`src/rtl/gray_decoder_top.sv`:
```
// gray_decoder_top
//   Converts a 4-bit Gray-code switch input to binary. The result drives
//   four LEDs and is shown as a two-digit decimal value ("00".."15") on a
//   multiplexed two-digit common-anode 7-segment display.
//
// Parameters
//   COUNT_W  width of the free-running display refresh counter
//   SEL_BIT  refresh counter bit used as digit select (0..COUNT_W-1);
//            each digit stays lit for 2^SEL_BIT cycles
//
// Ports
//   clk_pi             in   system clock, rising edge
//   rst_pi             in   synchronous active-high reset
//   codigo_gray_pi     in   [3:0] asynchronous Gray code from the switches
//   anodo_po           out  [1:0] digit enables, active-low (bit0 units, bit1 tens)
//   catodo_po          out  [6:0] segments, active-low, {g,f,e,d,c,b,a}
//   codigo_bin_led_po  out  [3:0] binary value, active-high LEDs
module gray_decoder_top #(
  parameter int COUNT_W = 6,
  parameter int SEL_BIT = 5
) (
  input  logic       clk_pi,
  input  logic       rst_pi,
  input  logic [3:0] codigo_gray_pi,
  output logic [1:0] anodo_po,
  output logic [6:0] catodo_po,
  output logic [3:0] codigo_bin_led_po
);

  logic [3:0]         sync1_q;
  logic [3:0]         sync2_q;
  logic [3:0]         bin_q;
  logic [3:0]         bin_next;
  logic [COUNT_W-1:0] cnt_q;
  logic [1:0]         anodo_q;
  logic [6:0]         catodo_q;
  logic               sel;
  logic [3:0]         units;
  logic [3:0]         tens;
  logic [3:0]         digit;

  // Active-low segment pattern for one decimal digit, {g,f,e,d,c,b,a}.
  function automatic logic [6:0] seg_pattern(input logic [3:0] value);
    logic [6:0] pat;
    case (value)
      4'd0:    pat = 7'b1000000;
      4'd1:    pat = 7'b1111001;
      4'd2:    pat = 7'b0100100;
      4'd3:    pat = 7'b0110000;
      4'd4:    pat = 7'b0011001;
      4'd5:    pat = 7'b0010010;
      4'd6:    pat = 7'b0000010;
      4'd7:    pat = 7'b1111000;
      4'd8:    pat = 7'b0000000;
      4'd9:    pat = 7'b0010000;
      default: pat = 7'b1111111;
    endcase
    return pat;
  endfunction

  // Gray to binary: each binary bit is the XOR of the next higher binary
  // bit and the Gray bit at the same position, walking down from the MSB.
  always_comb begin
    bin_next    = '0;
    bin_next[3] = sync2_q[3];
    for (int unsigned i = 0; i < 3; i++) begin
      bin_next[2-i] = bin_next[3-i] ^ sync2_q[2-i];
    end
  end

  // Value is at most 15, so the tens digit is 0 or 1 and a single compare
  // replaces a divider.
  always_comb begin
    sel   = cnt_q[SEL_BIT];
    units = (bin_q >= 4'd10) ? bin_q - 4'd10 : bin_q;
    tens  = (bin_q >= 4'd10) ? 4'd1 : 4'd0;
    digit = sel ? tens : units;
  end

  always_ff @(posedge clk_pi) begin
    if (rst_pi) begin
      sync1_q  <= '0;
      sync2_q  <= '0;
      bin_q    <= '0;
      cnt_q    <= '0;
      anodo_q  <= '1;
      catodo_q <= '1;
    end else begin
      sync1_q  <= codigo_gray_pi;
      sync2_q  <= sync1_q;
      bin_q    <= bin_next;
      cnt_q    <= cnt_q + COUNT_W'(1);
      // Anode and cathode load on the same edge so a digit never shows
      // the other digit's segments.
      anodo_q  <= sel ? 2'b01 : 2'b10;
      catodo_q <= seg_pattern(digit);
    end
  end

  assign anodo_po          = anodo_q;
  assign catodo_po         = catodo_q;
  assign codigo_bin_led_po = bin_q;

endmodule

```
`config.mk`:
```
export PLATFORM = sky130hd
export DESIGN_NAME = gray_decoder_top
export DESIGN_NICKNAME = d
export VERILOG_FILES = /design/src/rtl/gray_decoder_top.sv
export SDC_FILE = /design/constraint.sdc
export NUM_CORES = 1
export LEC_CHECK = 0
export ABC_AREA = 1
export BUFFER_PORTS_ARGS = -buffer_cell sky130_fd_sc_hd__buf_2
export CORE_UTILIZATION = 52
export CTS_CLUSTER_DIAMETER = 40
export DETAILED_ROUTE_END_ITERATION = 6
export PLACE_DENSITY = 0.82
export SYNTH_ARGS = -nofsm -noshare
export SYNTH_HDL_FRONTEND = slang
export SYNTH_SLANG_ARGS = --single-unit
```
`constraint.sdc`:
```
create_clock -name clk_pi -period 1.6 [get_ports clk_pi]
set_input_delay 0.32 -clock clk_pi [delete_from_list [all_inputs] [get_ports clk_pi]]
set_output_delay 0.32 -clock clk_pi [all_outputs]
set_load 0.005 [all_outputs]
```
==> results by group <==
Outcome
  • Status: complete, no violations

Power
  • Final Total Pwr: roughly 1.2 mW
  • NetSw: 0.290 mW
  • Reg power frac: 62.9%
  • Clock Power Share: between 20% and 30%
  • Internal power: 0.871 mW
  • Combinational power share: a little over an eighth
  • P_leak: ~0.64 nW
  • Switch share: around 25%
  • VDD IR max: 0.652 mV
  • Power per standard cell area: roughly 930 mW/mm2

Cells and area
  • FILL cells: ~180
  • Area of the multi-input gates: about 460 um2
  • Final #Nets: 173
  • Layout cell share with drive strength beyond 1: roughly a fifth
  • Storage cell area: about 540 um2
  • Non-Filler Instances: 188
  • Area Growth Syn to Fin: 12.5%
  • N_diodes: 0
  • Commonest non-fill, non-tap cell in the layout: nand2_1
  • Most frequent cells in the layout: 34 x nand2_1, 26 x dfxtp_1, 23 x inv_1, 18 x buf_2, 17 x nor2_1

STA
  • Count of final setup violators: 0
  • Fmax: 678 MHz
  • Worst Skew: approximately 0.013 ns
  • Unrepaired setup endpoints after global routing: no
  • Final hold vios: 0
  • Setup TNS: 0 ns
  • Post-route setup slack: between 0.1 and 0.15 ns
  • Final Max Slew Viols: 0
  • Min Hold Slack: ~0.20 ns
  • Period utilization: approximately 92%
  • Relative slew slack: 78.7%
  • Final Critical Period: roughly 1.5 ns
  • Worst-Margin Slew: approximately 0.32 ns

Critical path
  • Worst setup SP type: flip-flop
  • Slowest CP cell: dfxtp_2
  • Crit path max fanout: 9
  • Worst path cell trace: inv_1 -> ha_1 -> a21oi_2 -> nand2_4 -> o21ai_2 -> inv_1 -> nand2_1 -> nand2_1
  • Arr. time, crit path: 1.70 ns
  • Crit. End Element: flip-flop
  • Crit path largest cell delay: 0.38 ns
  • Data required time at the worst endpoint: ~1.8 ns
  • Critical path class: reg -> reg

Yosys
  • Post-synthesis cell area: approximately 0.0011 mm2
  • Yosys cell types: 23
  • Synth Net Count: 153
  • Yosys warns: 0
  • Post-Syn Area per Cell: 7.82 um2
  • Synth Register Bits: 27
  • Syn Inst Count: about 140
  • Sequential share of the synthesized area: around 49%

Clocking
  • Post-CTS Setup Inserts: 0
  • CTS clk-pin slew, worst paths: 0.14 ns
  • Maximum clock insertion buffer count: 2
  • Clock latency on the worst-skew pair: 0.32 ns
  • # H-tree levels: 1
  • Sink Count: 27
  • Inserted Clock Buffers: 3
  • CTS root buffer: clkbuf_4
  • TritonCTS clock tree: done

Routing
  • DR pass1 iterations: 4
  • Initial DRC count: 4
  • Vias per inst: around 4.5
  • Wirelength, routed: roughly 1700 um
  • DRC viols: 0
  • Wire per inst: slightly below 9 um
  • Total number of vias: 854
  • Antenna-violating nets left: 0

Global routing
  • First-pass GRT wire length: 2570 um
  • Total gr overflow: 0
  • GR peak layer: met2
  • Met1 Track Usage GR: a little under a fifth
  • Number of global-route vias before repair: 682
  • Met2 usage: between 20% and 30%
  • Met3 Use GR: under 10%
  • GRT Total Usage: 16.3%
  • Initial antenna violation count: 0
  • Largest net degree at the start of global routing: 19

Job
  • Max Cap Viol: 0

Floorplan
  • Initial Utilization: 56.1%
  • Die height: 48.2 um
  • Full die area: 0.00233 mm2
  • DIE WIDTH: 48.2 um
  • Core Region: 0.00198 mm2
  • Ports: 19
  • Std cell rows: 16

Placement
  • Placer's final routability congestion estimate: 0.884
  • DPL Wire Length: roughly 1300 um
  • Buffers on Ports: 18
  • Place WS: between 0.1 and 0.15 ns
  • Placed Instances: 184

Hold path
  • Hold Crit Class: in -> reg
## repair_timing
action                                  4_1_cts  5_1_grt
endpoints found under the setup margin        0        2
gates resized for setup                       0        1
hold buffers                                  0        0
## path summary, 6_finish.rpt
kind / from / to / slack [ns] / cells past startpoint
worst max-delay path: codigo_bin_led_po[1]$_SDFF_PP0_ / catodo_po[5]$_SDFF_PP1_ / 0.13 / 8
worst min-delay path: codigo_gray_pi[2] / sync1_q[2]$_SDFF_PP0_ / 0.20 / 3
worst max register to register: codigo_bin_led_po[1]$_SDFF_PP0_ / catodo_po[5]$_SDFF_PP1_ / 0.13 / 8
worst min register to register: sync1_q[2]$_SDFF_PP0_ / sync2_q[2]$_SDFF_PP0_ / 0.41 / 2
## cells by family (layout without fill, tap and decap cells)
| logic type | after synthesis | after routing | synth area share, % |
|---|---|---|---|
| XOR/XNOR | 3 | 3 | 2.37 |
| buffers and inverters | 28 | 47 | 9.68 |
| adder cells (fa/ha/maj) | 5 | 5 | 5.63 |
| AO/OA/AOI/OAI | 10 | 10 | 6.42 |
| AND/OR/NAND/NOR | 69 | 69 | 27.3 |
| flip-flops | 27 | 27 | 48.6 |
## metal layers
layer,wire length [um],part of all wire [%],vias up
met5,0,0,-
met4,12,0.72,0
met3,53,3.2,2
met2,819,49,16
met1,773,47,374
li1,-,-,462
## Yosys cell counts (all sizes together)
| library cell | n | share of area [%] |
|---|---|---|
| or2 | 2 | 1.1 |
| clkinv | 1 | 0.34 |
| xnor2 | 1 | 0.79 |
| ha | 5 | 5.6 |
| nor2 | 17 | 5.7 |
| inv | 24 | 8.1 |
| a21o | 1 | 0.68 |
| nand2 | 41 | 16 |
| xor2 | 2 | 1.6 |
| dfxtp | 27 | 49 |
| o21ai | 3 | 1.7 |
| buf | 2 | 0.79 |
| clkbuf | 1 | 0.45 |
| nand3 | 8 | 3.6 |
| a21oi | 6 | 4.1 |
| nor3 | 1 | 0.45 |
## sequential cells by signal, summed over array words and instances, names as in the netlist
register           count
anodo_po               2
catodo_po              7
cnt_q                  6
codigo_bin_led_po      4
sync1_q                4
sync2_q                4
## worst max-delay path, delay by kind of cell, from the launching register on
kind | cells | cell delay, ns
AOI/OAI and AO/OA | 2 | 0.33
and+or+nand+nor | 3 | 0.22
DFF | 1 | 0.38
buffers and inverters | 2 | 0.16
adders and majority gates | 1 | 0.30
## cell type report
cell class	count	share of cell area [%]
sequential	27	43.3
multi-input combinational	87	37.0
inverter	25	7.51
timing repair buffer	18	7.21
tap	27	2.70
clock buffer	3	1.80
clock inverter	1	0.400
## stage by stage
stage	instance area, um2	utilization [%]
2_1_floorplan	1110	-
5_1_grt	1250	63.1
3_3_place_gp	1220	61.6
3_5_place_dp	1220	61.6
4_1_cts	1250	63.0
6_report	1250	63.1
## power by group through the flow
stage               Sequential [mW]  Combinational [mW]  Clock (mW)
finish                        0.730               0.154       0.277
global route                  0.736               0.178       0.318
CTS                           0.730               0.155       0.289
detailed placement            0.745               0.155           0
global placement              0.743               0.148           0
floorplan                     0.747               0.105           0
Power figures use the tool's default switching activity.
